`config.mk`:
```
export PLATFORM = sky130hd
export DESIGN_NAME = if_stage
export DESIGN_NICKNAME = d
export VERILOG_FILES = /design/src/rtl/pipe_pkg.sv /design/src/rtl/pc_reg.sv /design/src/rtl/if_stage.sv
export SDC_FILE = /design/constraint.sdc
export NUM_CORES = 1
export LEC_CHECK = 0
export ABC_AREA = 1
export BUFFER_PORTS_ARGS = -buffer_cell sky130_fd_sc_hd__buf_4
export CORE_MARGIN = 1.5
export CORE_UTILIZATION = 30
export CTS_CLUSTER_SIZE = 14
export DETAILED_ROUTE_END_ITERATION = 7
export PLACE_DENSITY = 0.54
export SKIP_LAST_GASP = 1
export SYNTH_ARGS = -nofsm -noshare
export SYNTH_HDL_FRONTEND = slang
export SYNTH_SLANG_ARGS = --single-unit
```
`constraint.sdc`:
```
create_clock -name clk -period 1.52 [get_ports clk]
set_input_delay 0 -clock clk [delete_from_list [all_inputs] [get_ports clk]]
set_output_delay 0 -clock clk [all_outputs]
set_load 0.005 [all_outputs]
```
`src/rtl/pipe_pkg.sv`:
```
// Shared pipeline definitions: word width, reset/NOP constants and the IF/ID record.
// Reused by the fetch, decode and hazard blocks.
package pipe_pkg;

    localparam int XLEN = 32;

    localparam logic [XLEN-1:0] RESET_PC  = 32'h0000_0000;
    localparam logic [XLEN-1:0] NOP_INSTR = 32'h0000_0000;

    typedef struct packed {
        logic [XLEN-1:0] instr;
        logic [XLEN-1:0] pc4;
        logic            valid;
    } if_id_t;

    function automatic logic [XLEN-1:0] pc_plus4(input logic [XLEN-1:0] pc);
        return pc + 32'd4;
    endfunction

endpackage

```
`src/rtl/pc_reg.sv`:
```
// Program counter with next-PC priority: branch, then jump, then hold, then PC+4.
// A branch resolved in EX is older than a jump in ID, so it wins when both fire.
module pc_reg
    import pipe_pkg::*;
#(
    parameter logic [31:0] RESET_PC = pipe_pkg::RESET_PC
) (
    input  logic        clk,
    input  logic        rst_n,
    input  logic        i_pcsrc,
    input  logic        i_jump,
    input  logic [31:0] i_branch_target,
    input  logic [31:0] i_jump_target,
    input  logic        i_hold,
    output logic [31:0] o_pc,
    output logic [31:0] o_pc4
);

    logic [31:0] r_pc;
    logic [31:0] w_pc4;

    assign w_pc4 = pc_plus4(r_pc);

    always_ff @(posedge clk or negedge rst_n) begin
        if (!rst_n) begin
            r_pc <= RESET_PC;
        end else if (i_pcsrc) begin
            r_pc <= i_branch_target;
        end else if (i_jump) begin
            r_pc <= i_jump_target;
        end else if (!i_hold) begin
            r_pc <= w_pc4;
        end
    end

    assign o_pc  = r_pc;
    assign o_pc4 = w_pc4;

endmodule

```
`src/rtl/if_stage.sv`:
```
// MIPS fetch stage: PC, instruction-memory address, IF/ID register and a
// saturating count of flushed fetch cycles.
module if_stage
    import pipe_pkg::*;
#(
    parameter logic [31:0] RESET_PC  = pipe_pkg::RESET_PC,
    parameter logic [31:0] NOP_INSTR = pipe_pkg::NOP_INSTR,
    parameter int          CNT_W     = 16
) (
    input  logic             clk,
    input  logic             rst_n,
    input  logic             pcsrc,
    input  logic             jump,
    input  logic [31:0]      branch_target,
    input  logic [31:0]      jump_target,
    input  logic             if_flush,
    input  logic             stall,
    output logic [31:0]      imem_addr,
    input  logic [31:0]      imem_rdata,
    input  logic             imem_ready,
    output logic [31:0]      if_id_instr,
    output logic [31:0]      if_id_pc4,
    output logic             if_id_valid,
    output logic [CNT_W-1:0] flush_count
);

    logic [31:0]      w_pc;
    logic [31:0]      w_pc4;
    logic             w_hold;
    if_id_t           r_if_id;
    logic [CNT_W-1:0] r_flush_count;

    assign w_hold = stall | ~imem_ready;

    pc_reg #(
        .RESET_PC(RESET_PC)
    ) u_pc_reg (
        .clk            (clk),
        .rst_n          (rst_n),
        .i_pcsrc        (pcsrc),
        .i_jump         (jump),
        .i_branch_target(branch_target),
        .i_jump_target  (jump_target),
        .i_hold         (w_hold),
        .o_pc           (w_pc),
        .o_pc4          (w_pc4)
    );

    // Flush beats stall; a memory miss bubbles but keeps pc4 for debug continuity.
    always_ff @(posedge clk or negedge rst_n) begin
        if (!rst_n) begin
            r_if_id.instr <= NOP_INSTR;
            r_if_id.pc4   <= 32'd0;
            r_if_id.valid <= 1'b0;
        end else if (if_flush) begin
            r_if_id.instr <= NOP_INSTR;
            r_if_id.pc4   <= 32'd0;
            r_if_id.valid <= 1'b0;
        end else if (stall) begin
            r_if_id <= r_if_id;
        end else if (!imem_ready) begin
            r_if_id.instr <= NOP_INSTR;
            r_if_id.valid <= 1'b0;
        end else begin
            r_if_id.instr <= imem_rdata;
            r_if_id.pc4   <= w_pc4;
            r_if_id.valid <= 1'b1;
        end
    end

    always_ff @(posedge clk or negedge rst_n) begin
        if (!rst_n) begin
            r_flush_count <= '0;
        end else if (if_flush && (r_flush_count != {CNT_W{1'b1}})) begin
            r_flush_count <= r_flush_count + {{(CNT_W-1){1'b0}}, 1'b1};
        end
    end

    assign imem_addr   = w_pc;
    assign if_id_instr = r_if_id.instr;
    assign if_id_pc4   = r_if_id.pc4;
    assign if_id_valid = r_if_id.valid;
    assign flush_count = r_flush_count;

endmodule

```
# Yosys cells after proc, flatten, opt, wreduce, memory -nomap -nowiden
# Index checks and enable logic that the tools add are counted.
[totals]
regBits = 113
latch_bits = 0
ram_bits = 0
rom_bits = 0
output_inout_bits = 113
mem_count = 0
[op_classes]
addsub = 2
mul = 0
n_div = 0
n_lt_le_gt_ge = 0
n_eq_ne = 3
n_shift = 0
n_mux = 8
n_bitwise = 2
n_reduce_logical = 3
[ops]
columns = ["operator", "n"]
rows = [
  ["32-bit 2-to-1 mux", 5],
  ["65-bit 2-to-1 mux", 2],
  ["32-bit by 3-bit adder with 32-bit output (second input constant)", 1],
  ["16-bit by 1-bit adder with 16-bit output (second input constant)", 1],
  ["16-bit inequality test (second input constant)", 1],
  ["3-bit inequality test (second input constant)", 1],
  ["2-bit inequality test (second input constant)", 1],
  ["2-bit AND reduction", 1],
  ["2-bit nonzero test", 1],
  ["1-bit logical AND", 1],
  ["1-bit 2-to-1 mux", 1],
  ["1-bit inverter", 1],
  ["1-bit bitwise OR", 1],
]

# Depth between registers and ports, before layout
# Gate-level depths: netlist of run 1.
[depth]
word_depth = 5
mapped_depth = 12
depth_no_buf = 12

# Modules after synthesis
# Synthesis of run 1 repeated with hierarchy kept, for this count alone.
[hier_totals]
hier_cells = 882
area_unflattened_um2 = 6466.2
[modules_own_cells]
columns = ["module", "instances", "cells_per_inst", "area_per_inst_um2"]
rows = [
  ["if_stage", 1, 417, 3617.2],
  ["pc_reg", 1, 465, 2849.0],
]

# Worst setup path before layout of run 1
# No wires, ideal clock.
[synth_path]
path_type = "reg-to-reg"
from = "register u_pc_reg.r_pc[3] (netlist: u_pc_reg.o_pc[3])"
to = "register u_pc_reg.r_pc[22] (netlist: u_pc_reg.o_pc[22])"
setup_time_ps = 116
arrival_ps = 1403
setup_slack_ps = 1
path_stages_with_launch = 13
synth_period_minus_slack_ps = 1519
path_cell_list = "dfrtp_1 ha_1 nand2_1 nor2_2 nand2_4 nor2_8 nand2_1 nand2_1 nand2_1 nand2_1 nand2_1 nand2_1 nand2_1"
[synth_via]
elab_chain_cells = 4
[synth_lines]
columns = ["element", "line_no", "rtl"]
rows = [
  ["start: declaration", "pc_reg.sv:19", "logic [31:0] r_pc;"],
  ["start signal: assignment", "pc_reg.sv:28", "r_pc <= i_branch_target;"],
  ["start signal: assignment", "pc_reg.sv:30", "r_pc <= i_jump_target;"],
  ["start signal: assignment", "pc_reg.sv:32", "r_pc <= w_pc4;"],
  ["32-bit by 3-bit adder with 32-bit output", "pipe_pkg.sv:17", "return pc + 32'd4;"],
  ["32-bit 2-to-1 mux", "pc_reg.sv:31", "end else if (!i_hold) begin"],
  ["32-bit 2-to-1 mux", "pc_reg.sv:29", "end else if (i_jump) begin"],
  ["32-bit 2-to-1 mux", "pc_reg.sv:27", "end else if (i_pcsrc) begin"],
]
# Every way passes these cells. The select of a mux whose other input is x is not followed.
# A chain may end at the register's enable or synchronous reset.

# Final worst setup path of run 1
[layout_path]
from = "register u_pc_reg.r_pc[3] (netlist: u_pc_reg.o_pc[3])"
to = "register u_pc_reg.r_pc[11] (netlist: u_pc_reg.o_pc[11])"
# The elaborated chain is that of the path after synthesis.

==> impl_metrics.toml, run 1 <==
[critical_path]
cp_max_fo = 4
worstSetupStartpointType = "flip-flop"
crit_family = "simple AND/OR/NAND/NOR gates"
crit_arrival_ns = 1.95
path_class = "flip-flop to flip-flop"
crit_path_end_kind = "flip-flop"
crit_buf_inv = 2
path_cells = "buf_4, nand2_2, nor2_8, nand3b_1, buf_4, xnor2_2, nand2_1, nand2_1, nand2_1, nand2_1"
r2r-start = "u_pc_reg.o_pc[3]"
cp-endpoint = "u_pc_reg.o_pc[11]"
crit_cells = 10
worstSetupStartpoint = "u_pc_reg.o_pc[3]"
crit_top_cell = "nand2_1"
crit_path_top_delay_cell = "dfrtp_1"
r2r_slack_ns = -0.09
slowest_delay_ns = 0.37
rr_endpoint = "u_pc_reg.o_pc[11]"
required_ns = 1.86
reg2regPathDepth = 10

[detailed_routing]
routedWlPerCell_um = 15.0
dr.pass1.iters = 6
drt_drc_violations_left = 0
vias = 6628
drt_iter0_markers = 298
wirelength_mm = 21.8
ant_nets = 0
viasPerCell = 4.57

[logic_synthesis]
yosysTopAreaCell = "dfrtp_1"
synth-edff-count = 0
synthFlopType = "dfrtp_1"
seq_area_frac_synth = 0.459
yosys_warnings = 0
avgSynthCellArea_um2 = 8.03
syn_inst = 767
synth_area_mm2 = 0.00616
ys_types = 39
synth.area.top_cells = "dfrtp_1 46%, nand2_1 16%, nor2_1 6.0%, a32o_1 5.2%, nand3_1 4.6%"
postSynth.asyncResetShare = 1.00
synth.top_cell.area_share = 0.459
ys_ff_latch = 113
syn_nets = 872

[clocking]
cts_made_buffers = 17
htree_levels = 4
clk_pin_slew_ns = 0.06
cts_num_sinks = 113
clock_path_buffers = 2
cts_tree = "yes"
insertion_delay_ns = 0.41
clockRootBuffer = "clkbuf_16"

[placement]
post-dp-hpwl_mm = 15.4
place_ws_ns = -0.117
gp_congestion = 0.814
port_buffers = 215
numPlacedInstances = 1308

[layout]
fillerInstances = 1890
area_growth_pct = 72.1
final_nets = 1276
final_util = 0.525
fin_cells = 1451
final_cell_mix = "319 x buf_4, 250 x nand2_1, 110 x dfrtp_1, 96 x dlygate4sd3_1, 84 x nor2_1"
antenna_cells = 0
layout_commonest_cell = "buf_4"
drive_gt1_frac = 0.378

[sta]
finalCriticalPeriod_ns = 1.61
drv_slew = 0
clock_skew_ns = 0.00631
setup_slack_ns = -0.0854
hold_viol = 0
fmax_ghz = 0.623
setup_viol_count_final = 16
worst_slew_pin_slew_ns = 0.561
period_share = 1.06
rsz0062_at_grt = "yes"
holdWs_ns = 0.0177
slew_headroom = 0.626

[power]
power.total_w = 0.0102
p_leak_nw = 5.35
power.density_mw_per_mm2 = 961
vdd_ir_drop_max_mv = 0.701

[floorplan]
io_pins = 216
start_util = 0.305
core_mm2 = 0.0202
rows = 52
die_w_um = 146
dieArea_mm2 = 0.0214
dieHeight_um = 146

[global_route]
grt_overflow = 0
grt_pass1_wl_mm = 34.2
antenna_found_initial = 0
track_usage = 0.202
grt_max_degree = 37
grt_pass1_vias = 6358

[flow_run]
max-cap-violations = 0

[status]
violations = "setup timing"
status = "finished, violations left"

[hold_path]
hold_path_class = "primary input to flip-flop"
-- flip-flops by register name, summed over array words and instances, names as in the netlist --
name / cells
if_id_instr: 32
if_id_pc4: 32
u_pc_reg.o_pc: 32
flush_count: 16
if_id_valid: 1
-- where the power goes --
part | total, W | internal, W | switching [W]
clock network | 0.00393 | 0.00259 | 0.00134
logic | 0.00268 | 0.00146 | 0.00123
registers | 0.00357 | 0.00330 | 0.000274
-- metrics by stage --
| step | area [um2] | TNS, ns |
|---|---|---|
| final | 10600 | -0.464 |
| after detailed placement | 8670 | -0.827 |
| after global placement | 8670 | -0.446 |
| after CTS | 10300 | -0.206 |
| after global routing | 10600 | -2.91 |
| after floorplan | 6160 | 0 |
-- worst min-delay path by stage --
stage	slack [ns]	end	startpoint	depth (start not counted)
final	0.02	if_id_pc4[13]	imem_ready	4
after global routing	0.03	u_pc_reg.o_pc[9]	jump_target[9]	4
after CTS	0.007	u_pc_reg.o_pc[9]	jump_target[9]	4
after detailed placement	0.03	if_id_pc4[13]	rst_n	1
after global placement	0.03	if_id_pc4[13]	rst_n	1
after floorplan	-0.30	flush_count[0]	rst_n	0
-- repair_timing --
item                       CTS  global route
setup buffers                0            18
hold buffers                96             0
resized for setup           18            48
hold endpoints to repair   131             0
pin swaps                    8            29
gates cloned                 0             0
setup endpoints to repair   22            59
-- layer usage --
metal  track usage  up-vias  wire length [um]  part of all wire
li1              -     3316                 -                 -
met1         0.277     3073             10200              0.47
met2         0.326      218             10200              0.47
met3        0.0381       21              1140             0.052
met4        0.0571        0               291             0.013
met5             0        -                 0                 0
-- cells by family after synthesis --
kind of cell	share of synthesized area
and+or+nand+nor	0.333
DFF	0.459
xor gates and xnor gates	0.0447
buffers and inverters	0.0541
AOI/OAI and AO/OA	0.105
adders and majority gates	0.00406
-- Yosys cell counts, types with 7 or more instances --
cell type  instances
nand2_1          269
dfrtp_1          113
nor2_1            99
nand3_1           56
a21oi_1           33
a32o_1            32
inv_1             23
buf_2             17
clkbuf_1          14
o21ai_0           13
xnor2_1           12
xor2_1            12
nand2_2            8
nand3b_1           7
-- worst min-delay path, stage by stage --
cell     delay (ns)
buf_4          0.08
nand2_2        0.14
nand3_1        0.11
nand2_1        0.05
-- final cells by class --
| cell class | count | area, um2 | area share |
|---|---|---|---|
| clock buffers | 23 | 498 | 0.0470 |
| clock inverters | 6 | 80.1 | 0.00756 |
| inverters | 27 | 104 | 0.00980 |
| multi-input cells | 588 | 3230 | 0.305 |
| flip-flops and latches | 113 | 2830 | 0.267 |
| well taps | 270 | 338 | 0.0319 |
| repair buffers | 424 | 3520 | 0.332 |
(Power assumes the default switching activity.)
==> run 2, diff against run 1 <==
- CORE_ASPECT_RATIO: default -> 0.9
- RECOVER_POWER: default -> 25
==> run 2 against run 1 <==
  * The flow finishes with violations (hold timing, setup timing)
  * Combinational power barely moved
  * Final area down 0.21%
  * Fmax shrank 1.0%
  * Register-to-register slack worse by 0.02 ns
  * Sequential share of layout area about the same
  * Total power increased by 0.36%
  * Die area about the same
  * Final cell count shrank 1.0%
  * Routed wire length is 2.6% higher
  * Critical path depth fell by 1
==> impl_metrics.toml, run 2 (same netlist as run 1, synthesis figures left out) <==
[power]
power.density_mw_per_mm2 = 966
p_leak_nw = 5.31
vdd_ir_drop_max_mv = 0.646

[sta]
holdWs_ns = -0.0237
setup_viol_count_final = 15
fmax_ghz = 0.617
rsz0062_at_grt = "yes"
finalCriticalPeriod_ns = 1.62
hold_viol = 1
drv_slew = 0
clock_skew_ns = 0.0111
setup_slack_ns = -0.102
period_share = 1.07
slew_headroom = 0.336
worst_slew_pin_slew_ns = 0.996

[floorplan]
io_pins = 216
start_util = 0.307
dieArea_mm2 = 0.0214
rows = 49
core_mm2 = 0.0200
dieHeight_um = 139
die_w_um = 154

[detailed_routing]
highest_layer = "met4"
viasPerCell = 4.67
vias = 6703
routedWlPerCell_um = 15.6
wl_met3_mm = 1.22
wirelength_mm = 22.3
drt_iter0_markers = 373
met1_length_mm = 10.6
drt_drc_violations_left = 0
route.met2.wl_mm = 10.2
dr.pass1.iters = 5
ant_nets = 0

[layout]
final_cell_mix = "308 x buf_4, 256 x nand2_1, 111 x dfrtp_1, 101 x dlygate4sd3_1, 84 x nor2_1"
layout_commonest_cell = "buf_4"
fin_cells = 1436
fillerInstances = 1897
area_growth_pct = 71.8
final_nets = 1273
antenna_cells = 0
drive_gt1_frac = 0.368

[clocking]
clk_pin_slew_ns = 0.06
clockRootBuffer = "clkbuf_16"
clock_path_buffers = 2
cts_tree = "yes"
cts_made_buffers = 17
insertion_delay_ns = 0.43
cts_num_sinks = 113
htree_levels = 4

[global_route]
grt_pass1_wl_mm = 36.1
grt_overflow = 0
grt_pass1_vias = 6687
grt_max_degree = 69
track_usage = 0.215
antenna_found_initial = 0

[placement]
numPlacedInstances = 1282
port_buffers = 215
gp_congestion = 0.838
post-dp-hpwl_mm = 15.5
place_ws_ns = -0.129

[critical_path]
crit_arrival_ns = 1.93
worstSetupStartpoint = "u_pc_reg.o_pc[3]"
required_ns = 1.83
r2r-start = "u_pc_reg.o_pc[3]"
worstSetupStartpointType = "flip-flop"
path_class = "flip-flop to flip-flop"
cp_max_fo = 3
crit_path_end_kind = "flip-flop"

[status]
violations = "hold timing, setup timing"
status = "finished, violations left"

[flow_run]
max-cap-violations = 0

[hold_path]
min_from = "pcsrc"
hold_path_class = "primary input to flip-flop"
-- run 2: cell count changes in the layout (fill, tap and decap cells not counted), moves of 3 or more --
cell and delta:
clkinvlp_4 +5, inv_6 +3, nand2_2 -6, buf_4 -11
dlygate4sd3_1 +5, clkbuf_8 -4, nand2_1 +6
-- run 2: critical path, stage by stage, from the launching register on --
cell,delay [ns]
dfrtp_1,0.37
ha_2,0.20
nand2_2,0.07
nor2_4,0.12
nand3b_1,0.19
buf_4,0.20
xnor2_2,0.14
buf_4,0.15
nand2_2,0.04
nand2_1,0.04
-- run 2: path summary, 6_finish.rpt --
path / endpoint / slack [ns] / cells past startpoint
min in group asynchronous: if_id_instr[4] / 0.49 / 3
hold reg to reg: if_id_pc4[11] / 0.51 / 2
setup reg to reg: if_id_pc4[12] / -0.10 / 9
setup / recovery: if_id_pc4[12] / -0.10 / 9
hold / removal: u_pc_reg.o_pc[2] / -0.02 / 3
max in group asynchronous: u_pc_reg.o_pc[25] / 0.27 / 3
-- run 2: what timing repair did --
| item | in CTS | in global routing |
|---|---|---|
| hold endpoints to repair | 177 | 0 |
| hold buffers | 102 | 0 |
| buffers inserted | 6 | 15 |
| gates resized for setup | 17 | 49 |
| gates cloned | 0 | 0 |
| setup endpoints to repair | 26 | 56 |
| pin swaps | 7 | 18 |
-- run 2: routing by layer --
layer / up-vias / track usage
met1: 3129 / 0.295
li1: 3330 / -
met2: 222 / 0.341
met3: 22 / 0.0481
met4: 0 / 0.0588
met5: - / 0
-- run 2: layout make-up --
type                            count  area, um2  area share
Timing Repair Buffer              421       3480       0.330
Tap cell                          255        319      0.0302
Multi-Input combinational cell    588       3250       0.308
Sequential cell                   113       2830       0.268
Inverter                           27        106      0.0101
Clock inverter                     12        134      0.0127
Clock buffer                       20        447      0.0422
-- run 2: stage by stage --
step                      TNS [ns]  area [um2]  power (W)   util  hold slack [ns]
after detailed placement     -1.30        8560    0.00586  0.427           -0.156
after global placement      -0.664        8560    0.00586  0.427           -0.157
after CTS                   -0.121       10300     0.0101  0.514           0.0129
after floorplan                  0        6160    0.00449      -           -0.296
after global routing         -4.54       10600     0.0108  0.527           0.0235
final                       -0.579       10600     0.0102  0.527          -0.0237
-- run 2: power breakdown --
part / internal (W) / switching, W
Sequential: 0.00329 / 0.000302
Clock: 0.00246 / 0.00148
Combinational: 0.00146 / 0.00123
Total: 0.00721 / 0.00301
